### src/rtl/radar_sweep_ctrl.sv
// radar_sweep_ctrl
//   Steps the radar servo through MIN_US..MAX_US in STEP_US increments, lets
//   it settle SETTLE_PERIODS PWM periods at each position, requests one range
//   measurement and reports the distance tagged with the position index.
//
// Ports
//   clk, reset         system clock, synchronous active-high reset
//   start              one-cycle sweep request (ignored while busy)
//   busy, done         sweep in progress / one-cycle end-of-sweep pulse
//   pwm_enable         enable for the pwm block
//   pwm_dutty          servo pulse width in us
//   pwm_period         constant PERIOD_US
//   meas_req           level request to the ranger (high in MEASURE)
//   meas_done          one-cycle ranger answer, meas_dist valid alongside
//   result_valid       one-cycle report strobe per position
//   result_idx         position index, 0 = MIN_US
//   result_dist        captured distance, 16'hFFFF on timeout
//   result_err         measurement timed out
//
// Build option
//   RADAR_SWEEP_BIDIR_EN  sweep up to N-1 then back down to 0 (2N-1 reports).
//                         Undefined: one upward pass, N reports.
module radar_sweep_ctrl #(
  parameter int TICK_DIV       = 100,
  parameter int PERIOD_US      = 20000,
  parameter int MIN_US         = 1000,
  parameter int MAX_US         = 2000,
  parameter int STEP_US        = 500,
  parameter int SETTLE_PERIODS = 25,
  parameter int TIMEOUT_US     = 30000
) (
  input  logic        clk,
  input  logic        reset,
  input  logic        start,
  output logic        busy,
  output logic        done,
  output logic        pwm_enable,
  output logic [15:0] pwm_dutty,
  output logic [15:0] pwm_period,
  output logic        meas_req,
  input  logic        meas_done,
  input  logic [15:0] meas_dist,
  output logic        result_valid,
  output logic [3:0]  result_idx,
  output logic [15:0] result_dist,
  output logic        result_err
);

  localparam int         NPOS     = (MAX_US - MIN_US) / STEP_US + 1;
  localparam int         DIV_W    = (TICK_DIV > 1) ? $clog2(TICK_DIV) : 1;
  localparam logic [3:0] LAST_IDX = 4'(NPOS - 1);

  typedef enum logic [2:0] {
    S_IDLE, S_MOVE, S_SETTLE, S_MEASURE, S_REPORT, S_NEXT
  } state_t;

  state_t           state, state_nxt;
  logic [DIV_W-1:0] div_cnt;
  logic             tick;
  logic [15:0]      tick_cnt, per_cnt, to_cnt;
  logic [3:0]       idx, idx_nxt;
  logic             last_pos;
  logic             period_end, settle_end, timeout;

  // Free-running us strobe; never cleared by the FSM, so the first tick of a
  // wait window can land anywhere within one TICK_DIV phase.
  assign tick = (div_cnt == DIV_W'(TICK_DIV - 1));

  always_ff @(posedge clk) begin
    if (reset || tick) div_cnt <= '0;
    else               div_cnt <= div_cnt + 1'b1;
  end

  assign period_end = tick && (tick_cnt == 16'(PERIOD_US - 1));
  assign settle_end = period_end && (per_cnt == 16'(SETTLE_PERIODS - 1));
  assign timeout    = tick && (to_cnt == 16'(TIMEOUT_US - 1));

  // Position sequencing: where to go after the current report.
`ifdef RADAR_SWEEP_BIDIR_EN
  logic dir_down, dir_nxt;

  always_comb begin
    last_pos = 1'b0;
    idx_nxt  = idx;
    dir_nxt  = dir_down;
    if (!dir_down) begin
      if (idx != LAST_IDX) idx_nxt = idx + 4'd1;
      else if (idx == 4'd0) last_pos = 1'b1;     // single-position sweep
      else begin
        dir_nxt = 1'b1;                          // turn around at the top
        idx_nxt = idx - 4'd1;
      end
    end else begin
      if (idx != 4'd0) idx_nxt = idx - 4'd1;
      else             last_pos = 1'b1;
    end
  end
`else
  always_comb begin
    last_pos = (idx == LAST_IDX);
    idx_nxt  = idx + 4'd1;
  end
`endif

  always_comb begin
    state_nxt    = state;
    busy         = (state != S_IDLE);
    meas_req     = (state == S_MEASURE);
    result_valid = (state == S_REPORT);
    done         = (state == S_NEXT) && last_pos;
    case (state)
      S_IDLE:    if (start) state_nxt = S_MOVE;
      S_MOVE:    state_nxt = S_SETTLE;
      S_SETTLE:  if (settle_end) state_nxt = S_MEASURE;
      S_MEASURE: if (meas_done || timeout) state_nxt = S_REPORT;
      S_REPORT:  state_nxt = S_NEXT;
      S_NEXT:    state_nxt = last_pos ? S_IDLE : S_MOVE;
      default:   state_nxt = S_IDLE;
    endcase
  end

  assign result_idx = idx;
  assign pwm_period = 16'(PERIOD_US);

  always_ff @(posedge clk) begin
    if (reset) begin
      state       <= S_IDLE;
      idx         <= 4'd0;
      pwm_dutty   <= 16'(MIN_US);
      pwm_enable  <= 1'b0;
      tick_cnt    <= '0;
      per_cnt     <= '0;
      to_cnt      <= '0;
      result_dist <= '0;
      result_err  <= 1'b0;
`ifdef RADAR_SWEEP_BIDIR_EN
      dir_down    <= 1'b0;
`endif
    end else begin
      state <= state_nxt;
      case (state)
        S_IDLE: if (start) begin
          idx       <= 4'd0;
          pwm_dutty <= 16'(MIN_US);
`ifdef RADAR_SWEEP_BIDIR_EN
          dir_down  <= 1'b0;
`endif
        end
        S_MOVE: begin
          pwm_enable <= 1'b1;
          tick_cnt   <= '0;
          per_cnt    <= '0;
          to_cnt     <= '0;
        end
        S_SETTLE: begin
          if (period_end) begin
            tick_cnt <= '0;
            per_cnt  <= per_cnt + 16'd1;
          end else if (tick) begin
            tick_cnt <= tick_cnt + 16'd1;
          end
        end
        S_MEASURE: begin
          if (tick) to_cnt <= to_cnt + 16'd1;
          // An answer in the timeout cycle still counts as a valid answer.
          if (meas_done) begin
            result_dist <= meas_dist;
            result_err  <= 1'b0;
          end else if (timeout) begin
            result_dist <= 16'hFFFF;
            result_err  <= 1'b1;
          end
        end
        S_NEXT: begin
          if (last_pos) begin
            pwm_enable <= 1'b0;
          end else begin
            idx       <= idx_nxt;
            pwm_dutty <= 16'(MIN_US) + 16'(idx_nxt) * 16'(STEP_US);
`ifdef RADAR_SWEEP_BIDIR_EN
            dir_down  <= dir_nxt;
`endif
          end
        end
        default: ;
      endcase
    end
  end

endmodule

### config.mk
export PLATFORM = sky130hd
export DESIGN_NAME = radar_sweep_ctrl
export DESIGN_NICKNAME = d
export VERILOG_FILES = /design/src/rtl/radar_sweep_ctrl.sv
export SDC_FILE = /design/constraint.sdc
export NUM_CORES = 1
export LEC_CHECK = 0
export BUFFER_PORTS_ARGS = -buffer_cell sky130_fd_sc_hd__buf_2
export CAP_MARGIN = 20
export CORE_MARGIN = 2
export CORE_UTILIZATION = 57
export CTS_CLUSTER_SIZE = 14
export DETAILED_ROUTE_END_ITERATION = 6
export PLACE_DENSITY = 0.87
export SLEW_MARGIN = 20
export SYNTH_ARGS = -nofsm -noshare
export SYNTH_HDL_FRONTEND = slang
export SYNTH_SLANG_ARGS = --single-unit
### constraint.sdc
create_clock -name clk -period 5.6 [get_ports clk]
set_input_delay 1.12 -clock clk [delete_from_list [all_inputs] [get_ports clk]]
set_output_delay 1.12 -clock clk [all_outputs]
set_load 0.01 [all_outputs]
# --- After elaboration in Yosys (flattened, before gate mapping) ---
# Index checks and enable logic that the tools add are counted.
word_totals:
  inputBits: 20
  ff_bits: 96
  elab_cells: 79
  output_inout_bits: 58
op_classes:
  n_eq_ne: 18
  add_sub_neg: 6
  multipliers: 1
  mux: 24
  reduce_logical: 20
ops:
  columns: ["operator", "count"]
  rows:
  - ["two-way mux 16 bit", 8]
  - ["one-hot mux 16 bit (2 select lines)", 4]
  - ["adder 16 x 1 -> 16 bit (second input constant)", 3]
  - ["equality test 16 x 15 -> 1 bit (second input constant)", 2]
  - ["one-hot mux 3 bit (6 select lines)", 1]
  - ["equality test 16 x 5 -> 1 bit (second input constant)", 1]
  - ["adder 10 x 13 -> 14 bit (first input constant)", 1]
  - ["multiplier 4 x 7 -> 11 bit (second input constant)", 1]
  - ["!= test 2 bit (second input constant)", 5]
  - ["AND reduction 2 bit", 5]
  - ["nonzero test 2 bit", 5]
  - ["two-way mux 3 bit", 3]
  - ["two-way mux 4 bit", 2]
  - ["one-hot mux 4 bit (2 select lines)", 1]
  - ["adder 7 x 1 -> 7 bit (second input constant)", 1]
  - ["equality test 7 bit (second input constant)", 1]
  - ["equality test 3 x 2 -> 1 bit (second input constant)", 2]
  - ["equality test 3 bit (second input constant)", 2]
  - ["AND reduction 3 bit", 2]
  - ["adder 4 x 1 -> 4 bit (second input constant)", 1]
  - ["equality test 4 x 2 -> 1 bit (second input constant)", 1]
  - ["logical AND 1 bit", 4]
  - ["two-way mux 1 bit", 4]
  - ["!= test 2 x 1 -> 1 bit (second input constant)", 2]
  - ["other kinds (6)", 7]

# --- Depth between registers and ports, before layout ---
depth:
  word_depth: 5
  depth_mapped: 14

# --- Worst setup path before layout ---
# Ideal clock, no wire load.
synth_path:
  kind: "register to register"
  from: "reg idx[0], in the netlist result_idx[0]"
  to: "reg pwm_dutty[12]"
  setup_slack_ns: 1.267
  setup_ns: 0.117
  path_buffers: 0
  synth_period_minus_slack_ns: 4.333
  arrival_ns: 4.216
  path_stages_with_launch: 15
  cell_sequence: "dfxtp_1 > ha_1 > xor2_1 > inv_1 > fa_1 > inv_1 > fa_1 > inv_1 > ha_1 > nand2b_1 > a21oi_1 > or4_1 > nand4_1 > or4_1 > a32o_1"
synth_between:
  elab_chain_len: 5
  elab_cells_between_ends: 8
  classes_between: "add/sub (2); mul (1); eq/ne (2); mux (2); reduce/logical (1)"
synth_lines:
  columns: ["element", "line", "rtl"]
  rows:
  - ["from (decl)", "61", "logic [3:0] idx, idx_nxt;"]
  - ["from (signal assigned)", "178", "idx <= idx_nxt;"]
  - ["adder 4 x 1 -> 4 bit", "101", "idx_nxt = idx + 4'd1;"]
  - ["multiplier 4 x 7 -> 11 bit", "179", "pwm_dutty <= 16'(MIN_US) + 16'(idx_nxt) * 16'(STEP_US);"]
  - ["adder 10 x 13 -> 14 bit", "179", null]
  - ["two-way mux 16 bit", "175", "if (last_pos) begin"]
  - ["one-hot mux 16 bit (2 select lines)", "141", "case (state)"]
  - ["to (signal assigned)", "129", "pwm_dutty <= 16'(MIN_US);"]
  - ["to (signal assigned)", "144", "pwm_dutty <= 16'(MIN_US);"]
  - ["to (signal assigned)", "179", null]
  - ["to (decl)", "38", "output logic [15:0] pwm_dutty,"]
# Several ways; a longest one is shown, not always the timed one. The select of a mux whose other input is x is not followed.
# A chain may end at the register's enable or synchronous reset.

# --- Worst setup path after layout ---
# Same ends and word-level chain as after synthesis.

==> summary.txt <==
Setup path
  – Worst r2r dst: pwm_dutty[12]
  – Critical Path End Type: register
  – Critical Path RT: 5860 ps
  – Startpoint types: register
  – Classification of the worst setup path: reg -> reg
  – Worst setup endpoint: pwm_dutty[12]
  – R2R cell count: 14
  – Worst Setup SP: result_idx[0]
  – Arr. time, crit path: 5080 ps
  – Worst R2R Setup Slack: 780 ps
  – Crit path max fanout: 10
  – Crit Reg-Reg Startpoint: result_idx[0]

Run status
  – Outcome: finished clean

Timing
  – Peak Freq: 0.208 GHz
  – RSZ-0062 raised after global routing: no
  – Final setup vio count: 0
  – Crit path time final: 4820 ps
  – Setup total negative slack: 0 ps
  – Final Max Tran Viols: 0
  – Worst hold margin: 462 ps
  – Final Hold Vio Count: 0
  – Clock Skew: 12.2 ps
  – Slew headroom: 0.320
  – Fin crit share: 0.860
  – Slew @ Worst Pin: 1020 ps

Global routing
  – Initial antenna violation count: 0
  – Largest net degree at the start of global routing: 50
  – Vias in the first global route: 4,038
  – Global-route wire length before repair: 18.2 mm
  – Gr ovfl total: 0
  – Tot GR Track Use: 0.229

Detailed routing
  – Drt drc: 0
  – Initial DRC count: 283
  – Via density: 5.66
  – Antenna Nets Post-Route: 0
  – Final WL: 10.6 mm
  – TritonRoute pass-1 iters: 5
  – Drt wl/cell: 13.9 microns
  – Via count of the routed design: 4,318

Power
  – Leakage power: 0.00213 uW
  – Clock share of power: 0.374
  – Pwr dens: 222 nW/um^2
  – P_sw: 316 uW
  – Worst VDD drop: 0.143 mV
  – Combinational power share: 0.076
  – Cell-internal power: 890 uW
  – Sw Ratio: 0.262
  – Power share of the sequential group: 0.551

Floorplanning
  – Initial Util: 0.580
  – I/O pin cnt: 78
  – Die area: 9500 sq um
  – Core Footprint: 8590 sq um
  – Die H: 97.5 microns
  – Row count: 34
  – Die width: 97.5 microns

Placed design
  – Placement Cell Area: 5240 sq um
  – Port bufs: 57
  – GP Congestion: 0.912
  – Dpl hpwl: 7.80 mm

Layout
  – Share of post-route cells with drive strength above 1: 0.127
  – Area growth syn-to-layout: 9.27%
  – Fillers: 716
  – Final #Nets: 698
  – Fin util: 0.633
  – Antenna fix cells: 0
  – Sequential Area: 1820 sq um
  – Design area: 5440 sq um
  – Multi-input gate area: 2890 sq um

Clock tree
  – Clk slew on worst S/H paths: 90 ps
  – H-tree depth: 3
  – CTS tree: built
  – Worst skew pair latency: 370 ps
  – # hold bufs at CTS: 0
  – Total CTS buffers: 9
  – Postcts setup bufs: 0
  – # resized after CTS: 0
  – CTS sink count: 91
  – Root buffer cell: clkbuf_8
  – Clk buf depth: 2

Synth
  – Synthesis-stage register bit count: 91
  – Share of flip-flops with an asynchronous set or reset: 0
  – Main synth FF type: dfxtp_1
  – Post-Synthesis Cells: 603
  – Synth Warn #: 0
  – Distinct cells, synth: 56
  – Post-synth EDFFs: 0
  – Sequential fraction of the synthesis area: 0.366
  – Avg Inst Size Synth: 8.26 sq um
  – Synthesized area: 4980 sq um

Run
  – Max Cap Violations: 0

Hold path
  – Hold path depth: 1
  – Worst Hold Class: reg -> reg
worst max-delay path: stages (launching register included):
cell and delay, ps:
dfxtp_1 600, ha_1 280, xor2_1 420, inv_1 190, fa_1 600, inv_1 110
fa_1 560, inv_1 50, ha_1 370, nand2b_1 80, a21oi_1 330, or4_1 170
nand4_1 190, or4_1 530, a32o_1 250
registers in the layout, indices dropped and copies added, names as in the netlist, 3 cells and up:
name,cells
pwm_dutty,11
result_idx,4
to_cnt,16
state,3
div_cnt,7
per_cnt,16
result_dist,16
tick_cnt,16
cells in the mapped netlist (all sizes together) (5+ instances only):
cell type | count | area share
dfxtp | 91 | 0.37
nand2 | 31 | 0.023
nand3 | 17 | 0.017
inv | 30 | 0.023
nor2b | 7 | 0.0088
a22oi | 6 | 0.0090
or4 | 6 | 0.0090
or3 | 11 | 0.015
nand4 | 8 | 0.010
o22ai | 5 | 0.0063
o21ai | 18 | 0.018
fa | 7 | 0.028
and3 | 5 | 0.0063
a21oi | 27 | 0.027
a211oi | 6 | 0.0090
buf | 23 | 0.033
clkbuf | 16 | 0.012
nor4 | 8 | 0.013
xnor2 | 21 | 0.037
ha | 21 | 0.053
o2111ai | 5 | 0.012
xor2 | 26 | 0.046
nand2b | 12 | 0.015
nor3 | 34 | 0.035
nor2 | 109 | 0.082
cells by family after synthesis:
family          Yosys count  synth area share
buf+inv                  69            0.0681
other cells               2           0.00151
flops                    91             0.366
compound gates           95             0.128
fa+ha+maj                28            0.0809
xor+xnor                 47            0.0826
simple gates            268             0.267
mux                       3           0.00653
cell type report:
cell class                      instances  area share
Inverter                               30      0.0207
Clock buffer                            9      0.0228
Sequential cell                        91       0.335
Multi-Input combinational cell        461       0.531
Clock inverter                          7      0.0140
Timing Repair Buffer                   57      0.0524
Tap cell                              108      0.0248
stage by stage:
step,total power [uW],setup WS (ps),instances
2_1_floorplan,752,1270,621
3_3_place_gp,766,1100,747
3_5_place_dp,770,805,747
4_1_cts,1210,810,763
5_1_grt,1260,488,763
6_report,1210,783,763
placed cells by master (no fill, tap or decap), types with 5 or more instances in the layout:
master and count:
a211oi_1 6, a21oi_1 27, a22oi_1 6, and3_1 5, buf_2 57, clkbuf_8 9, conb_1 20, dfxtp_1 91
fa_1 7, ha_1 21, inv_1 30, nand2_1 31, nand2b_1 12, nand3_1 17, nand4_1 8, nor2_1 109
nor2b_1 7, nor3_1 33, nor4_1 7, o21ai_0 18, o22ai_1 5, or3_1 10, or4_1 6, xnor2_1 21
xor2_1 26
power by group through the flow:
| stage | Clock [uW] | Combinational, uW | Sequential [uW] |
|---|---|---|---|
| 6_report | 451 | 91.2 | 664 |
| 3_3_place_gp | 0 | 87.6 | 679 |
| 2_1_floorplan | 0 | 74.6 | 677 |
| 3_5_place_dp | 0 | 90.6 | 679 |
| 4_1_cts | 458 | 91.0 | 664 |
| 5_1_grt | 489 | 102 | 666 |
worst min path at each step:
stage / startpoint / slack [ps] / endpoint
floorplan: div_cnt[0] / 410 / div_cnt[0]
global placement: div_cnt[0] / 420 / div_cnt[0]
detailed placement: div_cnt[0] / 440 / div_cnt[0]
CTS: div_cnt[0] / 460 / div_cnt[0]
global route: div_cnt[0] / 480 / div_cnt[0]
finish: div_cnt[0] / 460 / div_cnt[0]
layer usage:
metal  share of wire  up-vias  track usage  wire length (microns)
met5               0        -            0                      0
met4           0.026        0        0.105                    279
met3           0.043       28       0.0403                    455
met2            0.50      118        0.381                   5270
met1            0.43     2031        0.289                   4600
li1                -     2141            -                      -
Note: power is estimated with default switching activity, not from simulation.
